===== config.mk =====
export PLATFORM = sky130hd
export DESIGN_NAME = ram_arbiter
export DESIGN_NICKNAME = d
export VERILOG_FILES = /design/src/rtl/ram_arb_pkg.sv /design/src/rtl/ram_arb_rdpipe.sv /design/src/rtl/ram_arbiter.sv
export SDC_FILE = /design/constraint.sdc
export NUM_CORES = 1
export LEC_CHECK = 0
export ABC_AREA = 1
export BUFFER_PORTS_ARGS = -buffer_cell sky130_fd_sc_hd__buf_2
export CAP_MARGIN = 20
export CELL_PAD_IN_SITES_DETAIL_PLACEMENT = 0
export CELL_PAD_IN_SITES_GLOBAL_PLACEMENT = 1
export CORE_UTILIZATION = 32
export DETAILED_ROUTE_END_ITERATION = 8
export PLACE_DENSITY_LB_ADDON = 0.25
export REMOVE_ABC_BUFFERS = 1
export SLEW_MARGIN = 20
export SYNTH_ARGS = -nofsm -noshare
export SYNTH_HDL_FRONTEND = slang
export SYNTH_SLANG_ARGS = --single-unit

===== constraint.sdc =====
create_clock -name clk -period 1.6 [get_ports clk]
set_input_delay 0.32 -clock clk [delete_from_list [all_inputs] [get_ports clk]]
set_output_delay 0.32 -clock clk [all_outputs]
set_load 0.05 [all_outputs]

===== src/rtl/ram_arb_pkg.sv =====
// ----------------------------------------------------------------------------
// ram_arb_pkg : shared widths, port identifiers and read-tag type for ram_arbiter
// Revision    : 1.0 - initial release
// ----------------------------------------------------------------------------
`default_nettype none

package ram_arb_pkg;

  localparam int C_ADDR_W = 8;
  localparam int C_DATA_W = 8;
  localparam int C_RD_LAT = 2;

  typedef enum logic {
    PORT_A = 1'b0,
    PORT_B = 1'b1
  } port_e;

  typedef struct packed {
    logic  valid;
    port_e port;
  } tag_t;

  function automatic port_e other_port(input port_e p);
    return (p == PORT_A) ? PORT_B : PORT_A;
  endfunction

endpackage

`default_nettype wire


===== src/rtl/ram_arb_rdpipe.sv =====
// ----------------------------------------------------------------------------
// ram_arb_rdpipe : read-tag delay line matching RAM latency, steers ram_q to owner
// Revision       : 1.0 - initial release
// ----------------------------------------------------------------------------
`default_nettype none

module ram_arb_rdpipe
  import ram_arb_pkg::*;
#(
  parameter int DATA_W = C_DATA_W,
  parameter int RD_LAT = C_RD_LAT
) (
  input  logic              clk,
  input  logic              rst,
  input  tag_t              i_tag,
  input  logic [DATA_W-1:0] i_ram_q,
  output logic              o_a_rvalid,
  output logic [DATA_W-1:0] o_a_rdata,
  output logic              o_b_rvalid,
  output logic [DATA_W-1:0] o_b_rdata
);

  tag_t              r_tag [RD_LAT];
  logic              r_a_rvalid;
  logic              r_b_rvalid;
  logic [DATA_W-1:0] r_a_rdata;
  logic [DATA_W-1:0] r_b_rdata;
  tag_t              w_out;
  logic              w_hit_a;
  logic              w_hit_b;

  assign w_out   = r_tag[RD_LAT-1];
  assign w_hit_a = w_out.valid && (w_out.port == PORT_A);
  assign w_hit_b = w_out.valid && (w_out.port == PORT_B);

  // Clearing the tags on reset is what discards reads still in flight.
  always_ff @(posedge clk or posedge rst) begin
    if (rst) begin
      for (int i = 0; i < RD_LAT; i++) r_tag[i] <= '0;
      r_a_rvalid <= 1'b0;
      r_b_rvalid <= 1'b0;
      r_a_rdata  <= '0;
      r_b_rdata  <= '0;
    end else begin
      r_tag[0] <= i_tag;
      for (int i = 1; i < RD_LAT; i++) r_tag[i] <= r_tag[i-1];
      r_a_rvalid <= w_hit_a;
      r_b_rvalid <= w_hit_b;
      if (w_hit_a) r_a_rdata <= i_ram_q;
      if (w_hit_b) r_b_rdata <= i_ram_q;
    end
  end

  assign o_a_rvalid = r_a_rvalid;
  assign o_a_rdata  = r_a_rdata;
  assign o_b_rvalid = r_b_rvalid;
  assign o_b_rdata  = r_b_rdata;

endmodule

`default_nettype wire


===== src/rtl/ram_arbiter.sv =====
// ----------------------------------------------------------------------------
// ram_arbiter : round-robin two-port arbiter for a single-port RAM
//               (optional RAM_ARB_LOCK_EN adds per-port lock inputs)
// Revision    : 1.0 - initial release
// ----------------------------------------------------------------------------
`default_nettype none

module ram_arbiter
  import ram_arb_pkg::*;
#(
  parameter int ADDR_W = C_ADDR_W,
  parameter int DATA_W = C_DATA_W,
  parameter int RD_LAT = C_RD_LAT
) (
  input  logic              clk,
  input  logic              rst,
  input  logic              i_a_req,
  input  logic              i_a_we,
  input  logic [ADDR_W-1:0] i_a_addr,
  input  logic [DATA_W-1:0] i_a_wdata,
  output logic              o_a_gnt,
  output logic              o_a_rvalid,
  output logic [DATA_W-1:0] o_a_rdata,
  input  logic              i_b_req,
  input  logic              i_b_we,
  input  logic [ADDR_W-1:0] i_b_addr,
  input  logic [DATA_W-1:0] i_b_wdata,
  output logic              o_b_gnt,
  output logic              o_b_rvalid,
  output logic [DATA_W-1:0] o_b_rdata,
`ifdef RAM_ARB_LOCK_EN
  input  logic              i_a_lock,
  input  logic              i_b_lock,
`endif
  output logic              o_ram_wren,
  output logic [ADDR_W-1:0] o_ram_addr,
  output logic [DATA_W-1:0] o_ram_data,
  input  logic [DATA_W-1:0] i_ram_q
);

  logic              r_a_gnt;
  logic              r_b_gnt;
  logic              r_wren;
  logic [ADDR_W-1:0] r_addr;
  logic [DATA_W-1:0] r_data;
  port_e             r_rr;

  logic              w_a_elig;
  logic              w_b_elig;
  logic              w_a_blk;
  logic              w_b_blk;
  logic              w_win_vld;
  port_e             w_win;
  port_e             w_rr_nxt;
  logic              w_we;
  logic [ADDR_W-1:0] w_addr;
  logic [DATA_W-1:0] w_data;
  tag_t              w_tag;

`ifdef RAM_ARB_LOCK_EN
  port_e r_last;

  // A lock only counts for the port that owned the previous grant.
  assign w_a_blk = (r_last == PORT_B) && i_b_lock && i_b_req;
  assign w_b_blk = (r_last == PORT_A) && i_a_lock && i_a_req;

  always_ff @(posedge clk or posedge rst) begin
    if (rst)            r_last <= PORT_A;
    else if (w_win_vld) r_last <= w_win;
  end
`else
  assign w_a_blk = 1'b0;
  assign w_b_blk = 1'b0;
`endif

  // A port whose gnt is high now still shows the request just taken.
  always_comb begin
    w_a_elig  = i_a_req && !r_a_gnt && !w_a_blk;
    w_b_elig  = i_b_req && !r_b_gnt && !w_b_blk;
    w_win_vld = w_a_elig || w_b_elig;
    w_win     = PORT_A;
    w_rr_nxt  = r_rr;
    if (w_a_elig && w_b_elig) begin
      w_win    = r_rr;
      w_rr_nxt = other_port(r_rr);
    end else if (w_b_elig) begin
      w_win = PORT_B;
    end
    w_we   = (w_win == PORT_B) ? i_b_we    : i_a_we;
    w_addr = (w_win == PORT_B) ? i_b_addr  : i_a_addr;
    w_data = (w_win == PORT_B) ? i_b_wdata : i_a_wdata;
  end

  always_ff @(posedge clk or posedge rst) begin
    if (rst) begin
      r_a_gnt <= 1'b0;
      r_b_gnt <= 1'b0;
      r_wren  <= 1'b0;
      r_addr  <= '0;
      r_data  <= '0;
      r_rr    <= PORT_A;
    end else begin
      r_a_gnt <= w_win_vld && (w_win == PORT_A);
      r_b_gnt <= w_win_vld && (w_win == PORT_B);
      r_rr    <= w_rr_nxt;
      if (w_win_vld) begin
        r_wren <= w_we;
        r_addr <= w_addr;
        r_data <= w_data;
      end else begin
        r_wren <= 1'b0;
      end
    end
  end

  // Tag enters the delay line in the cycle the access is on the RAM pins.
  always_comb begin
    w_tag       = '0;
    w_tag.valid = (r_a_gnt || r_b_gnt) && !r_wren;
    w_tag.port  = r_b_gnt ? PORT_B : PORT_A;
  end

  ram_arb_rdpipe #(
    .DATA_W (DATA_W),
    .RD_LAT (RD_LAT)
  ) u_rdpipe (
    .clk        (clk),
    .rst        (rst),
    .i_tag      (w_tag),
    .i_ram_q    (i_ram_q),
    .o_a_rvalid (o_a_rvalid),
    .o_a_rdata  (o_a_rdata),
    .o_b_rvalid (o_b_rvalid),
    .o_b_rdata  (o_b_rdata)
  );

  assign o_a_gnt    = r_a_gnt;
  assign o_b_gnt    = r_b_gnt;
  assign o_ram_wren = r_wren;
  assign o_ram_addr = r_addr;
  assign o_ram_data = r_data;

endmodule

`default_nettype wire


==> results.md, run 1 <==
- Leak: 1.26 nW
- Slowest CP cell: dfrtp_1
- I/O pins: 83
- R2r setup slk: 0.41 ns
- Internal Power: 0.00239 W
- Hold Buf Count CTS: 0
- Vias in the first global route: 1325
- Slew at the pin closest to its max-slew limit: 0.472 ns
- Later-pin clock latency in the skew report: 0.29 ns
- Die area: 5450 um2
- Achievable Freq: 767 MHz
- Drc violations: 0
- First-pass GRT wire length: 5870 um
- Die Ht: 73.8 um
- CTS-repair resized insts: 0
- Cell taking the most area after synthesis: dfrtp_1
- Initial Utilization: 34.1%
- Critical Path Fanout Max: 5
- Worst reg-to-reg path cell count: 5
- CP Launch Type: flip-flop
- Via Count: 1394
- I/O Buffers: 82
- Crit. End Element: output pin
- Vias/cell: 4.21
- Combinational power share: 47.4%
- RR Startpoint: o_b_gnt$_DFF_PP0_
- WS Path Type: reg -> out
- Avg Cell Area, Syn: 9.38 um2
- Share of cells above drive strength 1: 37.1%
- Worst hold path type: in -> async
- Dpl hpwl: 2570 um
- Power per cell area: 2090 nW/um2
- Htree depth: 2
- DRT Pass-1 Iters: 4
- Final setup fails: 0
- Critical path required time: 1.28 ns
- RSZ-0062 raised after global routing: false
- Status: finished clean
- Final hold vios: 0
- Num CTS Buffers: 5
- Post-CTS Repair Setup Buffers: 0
- CTS clk-pin slew, worst paths: 0.07 ns
- Delay-heaviest family, CP: flip-flops
- YS warnings: 0
- Antenna violations before repair: 0
- Clock network fraction of design power: 17.2%
- Clock Path Buffers: 2
- Design area: 2250 um2
- Max-slew headroom: 68.5%
- ANT cells: 0
- Fin crit period: 1.30 ns
- CTS root buffer: clkbuf_8
- GP Congestion: 0.723
- Total detailed-routing wirelength: 3620 um
- Max Cap Violations: 0
- P_sw: 0.00231 W
- Area contributors post-synth: dfrtp_1 64%, nand2_1 16%, nand3_1 4.8%
- Worst path arrival time: 0.98 ns
- DP Area: 2140 um2
- Core Area: 4850 um2
- Routed len/inst: 10.9 um
- Post-synthesis register bit count: 42
- Layout area overhead: 36.3%
- Max-slew violations: 0
- Area fraction of the dominant cell type after synthesis: 63.6%
- Worst vdd ir: 0.000677 V
- Largest net degree at the start of global routing: 43
- Reg2reg end: o_ram_addr[3]$_DFFE_PP0N_
- Switch share: 49.2%
- TritonCTS clock tree: yes
- Reg power frac: 35.4%
- Nets: 309
- Post-synth cell types: 14
- Gr usage total: 14.6%
- Seq/Total Area, Yosys: 63.6%
- Row Count: 25
- DRT iter0 DRCs: 74
- Dpl ws: 0.384 ns
- Post-synthesis instance area: 1650 um2
- Clock skew: 0.00356 ns
- Gr ovfl total: 0
- Clock tree sinks: 42
- Die width: 73.8 um
- Critical path cell sequence: buf_2
- Detail Route Antenna Nets: 0
- CP Buf/Inv Count: 1
- Synth Instances: 176
- Final setup TNS: 0 ns
- Largest stage delay, worst path: 0.41 ns
- Fin crit share: 81.5%
- Setup slack after layout: 0.296 ns
layout by cell type, fill, tap and decap left out:
master and count:
inv_2 2, xor2_1 1, nor2_4 1, buf_4 2
a21oi_4 2, o21ai_0 16, nand2_1 71, buf_2 82
inv_1 15, clkbuf_8 5, dfrtp_1 42, buf_12 1
clkinv_1 1, nand3_1 16, bufinv_16 1, clkinv_2 2
nor2_1 4
worst max-delay path by stage:
stage / start / endpoint / slack, ns / cells past startpoint
3_3_place_gp: o_b_gnt$_DFF_PP0_ / o_ram_addr[7]$_DFFE_PP0N_ / 0.41 / 5
6_report: o_b_gnt$_DFF_PP0_ / o_b_gnt / 0.30 / 1
5_1_grt: o_b_gnt$_DFF_PP0_ / o_b_gnt / 0.24 / 1
2_1_floorplan: o_a_gnt$_DFF_PP0_ / o_ram_addr[0]$_DFFE_PP0N_ / 0.24 / 5
3_5_place_dp: o_b_gnt$_DFF_PP0_ / o_ram_addr[3]$_DFFE_PP0N_ / 0.38 / 5
4_1_cts: o_b_gnt$_DFF_PP0_ / o_b_gnt / 0.27 / 1
area by class of cell:
class | count | area, um2
clock buffers | 5 | 68.8
clock inverters | 3 | 40.0
fillers | 486 | 2600
inverters | 18 | 67.6
multi-input cells | 111 | 494
flip-flops and latches | 42 | 1050
well taps | 67 | 83.8
repair buffers | 85 | 445
cell usage after synthesis, drive strengths merged:
master	n
dfrtp	42
clkbuf	1
buf	4
a21oi	2
inv	18
nand2	71
nor2	5
nand3	16
xor2	1
o21ai	16
registers in the layout, indices dropped and copies added, names as in the netlist:
name and count:
o_ram_addr 8, o_ram_data 8, u_rdpipe.o_a_rdata 8, u_rdpipe.o_b_rdata 8, u_rdpipe.r_tag 4, o_a_gnt 1
o_b_gnt 1, o_ram_wren 1, r_rr 1, u_rdpipe.o_a_rvalid 1, u_rdpipe.o_b_rvalid 1
power by group through the flow:
stage | clock, W | sequential, W | combinational (W)
2_1_floorplan | 0 | 0.00291 | 0.000438
3_3_place_gp | 0 | 0.00168 | 0.00224
3_5_place_dp | 0 | 0.00168 | 0.00226
4_1_cts | 0.000845 | 0.00167 | 0.00226
5_1_grt | 0.000885 | 0.00171 | 0.00239
6_report | 0.000807 | 0.00166 | 0.00223
routing by layer:
| metal | GRT usage (%) | up-vias | part of all wire [%] |
|---|---|---|---|
| met4 | 7.05 | 0 | 1.7 |
| met2 | 22.4 | 63 | 44 |
| met1 | 18.8 | 609 | 47 |
| met3 | 4.12 | 7 | 7.4 |
| li1 | - | 715 | - |
| met5 | 0 | - | 0 |
metrics by stage:
step,hold WS [ns],std cells,total power (W),util [%]
2_1_floorplan,0.331,171,0.00335,-
3_3_place_gp,0.333,323,0.00392,44.2
3_5_place_dp,0.336,323,0.00394,44.2
4_1_cts,0.0569,331,0.00477,46.4
5_1_grt,0.0722,331,0.00499,46.4
6_report,0.0512,331,0.00470,46.4
kinds of logic (layout without fill, tap and decap cells):
group,count (synthesis),in the layout,share of synthesized area (%)
simple gates,92,92,22.6
flops,42,42,63.6
buf+inv,23,111,6.44
compound gates,18,18,6.82
xor+xnor,1,1,0.530
No activity file was read; power rests on OpenSTA's default activity.
==> run 2: changes to the inputs <==
==> constraint.sdc (replaced) <==
create_clock -name clk -period 1.23 [get_ports clk]
set_input_delay 0.246 -clock clk [delete_from_list [all_inputs] [get_ports clk]]
set_output_delay 0.246 -clock clk [all_outputs]
set_load 0.05 [all_outputs]
==> run 2 against run 1 <==
  * Sequential share of layout area decreased by 0.84 points
  * Largest cell class unchanged
  * Die area unchanged
  * Register-to-register slack got worse by 0.30 ns
  * Non-clock buffer count is 3 higher
  * First-iteration DRC count decreased by 1.4%
  * Clock-buffer cell count up 2
  * Largest power group unchanged
==> results.md, run 2 (synthesis results as in run 1) <==
- Status: finished clean (unchanged)
- Initial Utilization: 34.1% (unchanged)
- Final setup TNS: 0 ns (unchanged)
- DRT iter0 DRCs: 73 (was 74)
- WS Path Type: reg -> out (unchanged)
- Antenna violations before repair: 0 (unchanged)
- Num CTS Buffers: 5 (unchanged)
- Crit. End Element: output pin (unchanged)
- Layout area overhead: 38.9% (was 36.3%)
- Dpl hpwl: 2480 um (was 2570 um)
- CP Buf/Inv Count: 1 (unchanged)
- Worst path arrival time: 0.92 ns (was 0.98 ns)
- Clock network fraction of design power: 14.7% (was 17.2%)
- Critical path cell sequence: buf_4 (was buf_2)
- Critical path required time: 0.98 ns (was 1.28 ns)
- TritonCTS clock tree: yes (unchanged)
- GP Congestion: 0.749 (was 0.723)
- Total detailed-routing wirelength: 3600 um (was 3620 um)
- P_sw: 0.00299 W (was 0.00231 W)
- I/O pins: 83 (unchanged)
- Die area: 5450 um2 (unchanged)
- Nets: 312 (was 309)
- Switch share: 49.7% (was 49.2%)
- Worst hold path type: in -> reg (was in -> async)
- Fin util: 47.3% (was 46.4%)
- Via Count: 1396 (was 1394)
- Reg power frac: 35.7% (was 35.4%)
- Die width: 73.8 um (unchanged)
- Drc violations: 0 (unchanged)
- Combinational power share: 49.6% (was 47.4%)
- RSZ-0062 raised after global routing: false (unchanged)
- Fin crit share: 94.7%
- Die Ht: 73.8 um (unchanged)
- Htree depth: 2 (unchanged)
- Routed len/inst: 10.8 um (was 10.9 um)
- Delay-heaviest family, CP: flip-flops (unchanged)
- First-pass GRT wire length: 6070 um (was 5870 um)
- Clock tree sinks: 42 (unchanged)
- CTS root buffer: clkbuf_8 (unchanged)
- Largest net degree at the start of global routing: 43 (unchanged)
- Filler cells: 477 (was 486)
- Clock Path Buffers: 2 (unchanged)
- Gr ovfl total: 0 (unchanged)
- Dpl ws: -0.0166 ns (was 0.384 ns)
- Later-pin clock latency in the skew report: 0.28 ns (was 0.29 ns)
- Max Cap Violations: 0 (unchanged)
- ANT cells: 0 (unchanged)
- Most frequent cells in the layout: 80 x buf_2, 71 x nand2_1, 41 x dfrtp_1 (was 82 x buf_2, 71 x nand2_1, 42 x dfrtp_1)
- Vias/cell: 4.18 (was 4.21)
- Share of cells above drive strength 1: 38.2% (was 37.1%)
- Detail Route Antenna Nets: 0 (unchanged)
- CP Launch Type: flip-flop (unchanged)
- Achievable Freq: 859 MHz
- Vias in the first global route: 1323 (was 1325)
- Final hold vios: 0 (unchanged)
- Leak: 1.27 nW (was 1.26 nW)
- Internal Power: 0.00302 W (was 0.00239 W)
- Setup slack after layout: 0.0656 ns (was 0.296 ns)
- Clock skew: 0.00244 ns (was 0.00356 ns)
- Fin crit period: 1.16 ns
- Final setup fails: 0 (unchanged)
- DRT Pass-1 Iters: 4 (unchanged)
- Largest stage delay, worst path: 0.41 ns (about the same)
- Worst vdd ir: 0.000933 V (was 0.000677 V)
- Final cell count without fillers: 334 (was 331)
- Max-slew violations: 0 (unchanged)
- I/O Buffers: 82 (unchanged)
- Gr usage total: 14.9% (was 14.6%)
- Slew at the pin closest to its max-slew limit: 0.264 ns (was 0.472 ns)
- Max-slew headroom: 82.5% (was 68.5%)
- CTS clk-pin slew, worst paths: 0.07 ns (about the same)
- Power per cell area: 2620 nW/um2 (was 2090 nW/um2)
- Critical Path Fanout Max: 3 (was 5)
- Core Area: 4850 um2 (unchanged)
- Placed Instances: 324 (was 323)
- Most common cell after layout, fill and taps aside: buf_2 (unchanged)
- Slowest CP cell: dfrtp_1 (unchanged)
- Row Count: 25 (unchanged)
## run 2: cell types whose count changed in the layout (fill, tap and decap cells not counted)
cell / before / now
dfrtp_1: 42 / 41
dlygate4sd3_1: 0 / 1
nor2_1: 4 / 3
inv_4: 0 / 1
inv_1: 15 / 14
nor2_2: 0 / 1
buf_2: 82 / 80
dfrtp_2: 0 / 1
buf_12: 1 / 3
bufinv_16: 1 / 0
clkbuf_1: 0 / 1
clkbuf_8: 5 / 6
clkinv_2: 2 / 1
buf_4: 2 / 4
## run 2: stage by stage
stage	hold WS [ns]	total power (W)	instance area (um2)
after floorplan	0.331	0.00436	1610
after global placement	0.298	0.00512	2160
after detailed placement	0.303	0.00513	2160
after CTS	0.151	0.00607	2290
after global routing	0.157	0.00643	2290
final	0.161	0.00601	2290
## run 2: power groups by stage
stage | logic, W | registers [W] | clock network (W)
2_1_floorplan | 0.000570 | 0.00379 | 0
3_3_place_gp | 0.00295 | 0.00216 | 0
3_5_place_dp | 0.00297 | 0.00217 | 0
4_1_cts | 0.00301 | 0.00215 | 0.000917
5_1_grt | 0.00322 | 0.00222 | 0.000985
6_report | 0.00298 | 0.00214 | 0.000886
## run 2: worst paths after layout
path | slack (ns) | depth (start not counted) | start | to
setup / recovery | 0.07 | 1 | o_a_gnt$_DFF_PP0_ | o_a_gnt
hold / removal | 0.16 | 3 | i_a_wdata[5] | o_ram_data[5]$_DFFE_PP0N_
setup reg to reg | 0.11 | 6 | o_a_gnt$_DFF_PP0_ | o_ram_addr[7]$_DFFE_PP0N_
hold reg to reg | 0.35 | 0 | u_rdpipe.r_tag[3]$_DFF_PP0_ | u_rdpipe.r_tag[1]$_DFF_PP0_
max in group asynchronous | 0.49 | 4 | rst | o_b_gnt$_DFF_PP0_
min in group asynchronous | 0.54 | 4 | rst | o_ram_wren$_DFF_PP0_
## run 2: tightest hold or removal path, stage by stage
cell and delay [ns]:
buf_2 0.07, nand2_1 0.04, nand3_1 0.05
## run 2: area by class of cell
cell class              count  area (um2)  area share (%)
clock buffers               7        86.3            3.76
clock inverters             1        5.00           0.218
inverters                  18        70.1            3.05
multi-input cells         111         497            21.6
flip-flops and latches     42        1050            45.9
well taps                  67        83.8            3.65
repair buffers             88         500            21.8
## run 2: layer usage
layer	track usage [%]	vias up	part of all wire, %
li1	-	720	-
met1	18.6	610	45
met2	23.2	64	45
met3	6.45	2	9.7
met4	4.70	0	0.56
met5	0	-	0
## run 2: timing repair
| action | CTS | global route |
|---|---|---|
| hold buffers | 1 | 0 |
| hold endpoints to repair | 42 | 0 |
| endpoints found under the setup margin | 19 | 22 |
| gates resized for setup | 2 | 5 |
| gates cloned | 0 | 0 |
| setup buffers | 1 | 0 |
==> run 3: changes to the inputs <==
--- a/config.mk
+++ b/config.mk
@@ -10,11 +10,12 @@
 export CAP_MARGIN = 20
 export CELL_PAD_IN_SITES_DETAIL_PLACEMENT = 0
 export CELL_PAD_IN_SITES_GLOBAL_PLACEMENT = 1
-export CORE_UTILIZATION = 32
+export CORE_UTILIZATION = 33
 export DETAILED_ROUTE_END_ITERATION = 8
 export PLACE_DENSITY_LB_ADDON = 0.25
 export REMOVE_ABC_BUFFERS = 1
 export SLEW_MARGIN = 20
 export SYNTH_ARGS = -nofsm -noshare
 export SYNTH_HDL_FRONTEND = slang
+export SYNTH_HIERARCHICAL = 1
 export SYNTH_SLANG_ARGS = --single-unit
==> run 3 against run 2 <==
  * Total power is 2.7% higher
  * Worst setup slack got worse by 0.014 ns
  * Area after synthesis up 6.7%
  * Register-to-register slack barely moved
  * Highest routed layer unchanged
  * Sequential share of layout area decreased by 1.6 points
==> results.md, run 3 <==
- Die Ht: 75.1 um (was 73.8 um)
- Core Area: 5140 um2 (was 4850 um2)
- Post-synthesis register bit count: 42 (unchanged)
- Fin util: 46.3% (was 47.3%)
- Top-count cell post-synth: nand2_1 (unchanged)
- Min Hold Slack: 0.157 ns (was 0.161 ns)
- Via Count: 1487 (was 1396)
- Power per cell area: 2600 nW/um2 (was 2620 nW/um2)
- GP Congestion: 0.740 (was 0.749)
- DP Area: 2240 um2 (was 2160 um2)
- Fin crit share: 95.8% (was 94.7%)
- Vias/cell: 4.30 (was 4.18)
- Max-slew headroom: 74.9% (was 82.5%)
- Placed Instances: 336 (was 324)
- Die width: 75.1 um (was 73.8 um)
- Cell taking the most area after synthesis: dfrtp_1 (unchanged)
- Achievable Freq: 848 MHz (was 859 MHz)
- Async SR Flop Fraction: 100% (unchanged)
- Critical path required time: 0.98 ns (about the same)
- Largest stage delay, worst path: 0.41 ns (about the same)
- I/O Buffers: 82 (unchanged)
- I/O pins: 83 (unchanged)
- ANT cells: 0 (unchanged)
- Drc violations: 0 (unchanged)
- Worst hold path type: in -> reg (unchanged)
- Clock Path Buffers: 2 (unchanged)
- Crit. End Element: output pin (unchanged)
- Largest net degree at the start of global routing: 23 (was 43)
- Total detailed-routing wirelength: 3880 um (was 3600 um)
- Slowest CP cell: dfrtp_1 (unchanged)
- Later-pin clock latency in the skew report: 0.28 ns (about the same)
- Antenna violations before repair: 0 (unchanged)
- Most frequent cells in the layout: 86 x nand2_1, 80 x buf_2, 41 x dfrtp_1 (was 80 x buf_2, 71 x nand2_1, 41 x dfrtp_1)
- Max Cap Violations: 0 (unchanged)
- Final cell count without fillers: 346 (was 334)
- Delay-heaviest family, CP: flip-flops (unchanged)
- Gr ovfl total: 0 (unchanged)
- Worst path arrival time: 0.93 ns (was 0.92 ns)
- YS warnings: 6 (was 0)
- Post-synthesis instance area: 1760 um2 (was 1650 um2)
- Clock skew: 0.00580 ns (was 0.00244 ns)
- Num CTS Buffers: 5 (unchanged)
- Seq/Total Area, Yosys: 59.6% (was 63.6%)
- Nets: 321 (was 312)
- Worst vdd ir: 0.00108 V (was 0.000933 V)
- First-pass GRT wire length: 6470 um (was 6070 um)
- Row Count: 26 (was 25)
- Max-slew violations: 0 (unchanged)
- Dpl hpwl: 2840 um (was 2480 um)
- Area fraction of the dominant cell type after synthesis: 59.6% (was 63.6%)
- Htree depth: 2 (unchanged)
- Most common cell after layout, fill and taps aside: nand2_1 (was buf_2)
- Post-synth cell types: 15 (was 14)
- Share of cells above drive strength 1: 40.9% (was 38.2%)
- TritonCTS clock tree: yes (unchanged)
- Final hold vios: 0 (unchanged)
- Post-synth EDFFs: 0 (unchanged)
- Final setup fails: 0 (unchanged)
- Gr usage total: 15.3% (was 14.9%)
- CP Launch Type: flip-flop (unchanged)
- Fin crit period: 1.18 ns (was 1.16 ns)
- RSZ-0062 raised after global routing: true (was false)
- Clock tree sinks: 42 (unchanged)
- Vias in the first global route: 1501 (was 1323)
- Avg Cell Area, Syn: 9.48 um2 (was 9.38 um2)
- CP Buf/Inv Count: 1 (unchanged)
- Routed len/inst: 11.2 um (was 10.8 um)
- DRT Pass-1 Iters: 3 (was 4)
- Detail Route Antenna Nets: 0 (unchanged)
- CTS root buffer: clkbuf_8 (unchanged)
- Initial Utilization: 34.3% (was 34.1%)
- Slew at the pin closest to its max-slew limit: 0.377 ns (was 0.264 ns)
- CTS clk-pin slew, worst paths: 0.08 ns (was 0.07 ns)
- Layout area overhead: 34.8% (was 38.9%)
- Critical path cell sequence: buf_4 (unchanged)
- Dominant synthesized flop cell: dfrtp_1 (unchanged)
- Power Total: 0.00618 W (was 0.00601 W)
- Leak: 1.35 nW (was 1.27 nW)
- Area contributors post-synth: dfrtp_1 60%, nand2_1 18%, nand3_1 6.8% (was dfrtp_1 64%, nand2_1 16%, nand3_1 4.8%)
- Die area: 5640 um2 (was 5450 um2)
- Critical Path Fanout Max: 3 (unchanged)
- Synth Instances: 186 (was 176)
- Synth top cells by count: 86 x nand2_1, 42 x dfrtp_1, 24 x nand3_1 (was 71 x nand2_1, 42 x dfrtp_1, 16 x inv_1, 16 x nand3_1, 16 x o21ai_0)
- WS Path Type: reg -> out (unchanged)
- DRT iter0 DRCs: 31 (was 73)
- Status: finished clean (unchanged)
- Design area: 2380 um2 (was 2290 um2)
run 3: path summary, 6_finish.rpt:
kind / to / slack [ns] / depth (start not counted) / from
max reg2reg: o_ram_addr[0]$_DFFE_PP0N_ / 0.12 / 6 / o_b_gnt$_DFF_PP0_
min in group asynchronous: o_ram_data[1]$_DFFE_PP0N_ / 0.53 / 4 / rst
max in group asynchronous: u_rdpipe/o_a_rdata[7]$_DFFE_PP0P_ / 0.47 / 4 / rst
max: o_a_gnt / 0.05 / 1 / o_a_gnt$_DFF_PP0_
min: o_ram_wren$_DFF_PP0_ / 0.16 / 3 / i_a_we
min reg2reg: u_rdpipe/r_tag[1]$_DFF_PP0_ / 0.36 / 0 / u_rdpipe/r_tag[3]$_DFF_PP0_
run 3: area by class of cell:
cell class | count | area (um2)
sequential | 42 | 1050
multi-input combinational | 127 | 612
tap | 70 | 87.6
fill | 553 | 2760
clock buffer | 7 | 86.3
inverter | 11 | 46.3
clock inverter | 1 | 5.00
timing repair buffer | 88 | 488
run 3: stage by stage:
stage | setup WS [ns] | TNS (ns)
finish | 0.0514 | 0
global route | -0.00302 | -0.00302
CTS | 0.0487 | 0
detailed placement | -0.0772 | -0.989
global placement | -0.0372 | -0.438
floorplan | -0.146 | -2.35
run 3: what timing repair did:
item                                   4_1_cts  5_1_grt
endpoints found under the hold margin       42        0
hold buffers                                 1        0
gates cloned                                 0        0
setup endpoints to repair                   19       15
pin swaps                                    0        1
setup buffers                                1        0
resized for setup                            2        5
run 3: kinds of logic (layout without fill, tap and decap cells):
| group | count (synthesis) | after routing | synth area share [%] |
|---|---|---|---|
| AND/OR/NAND/NOR | 124 | 124 | 31.9 |
| flip-flops | 42 | 42 | 59.6 |
| buffers and inverters | 17 | 107 | 6.10 |
| AO/OA/AOI/OAI | 2 | 2 | 1.85 |
| XOR/XNOR | 1 | 1 | 0.497 |
run 3: per-layer routing:
| layer | part of all wire (%) | up-vias | wire length [um] | global-route usage (%) |
|---|---|---|---|---|
| met4 | 2.0 | 0 | 76 | 6.50 |
| li1 | - | 757 | - | - |
| met3 | 8.3 | 7 | 321 | 4.28 |
| met5 | 0 | - | 0 | 0 |
| met1 | 44 | 656 | 1700 | 18.5 |
| met2 | 46 | 67 | 1780 | 25.4 |
run 3: power breakdown:
group / switching, W / total, W / internal [W]
Combinational: 0.00236 / 0.00308 / 0.000723
Sequential: 0.000317 / 0.00220 / 0.00189
Clock: 0.000440 / 0.000893 / 0.000453
Total: 0.00311 / 0.00618 / 0.00306
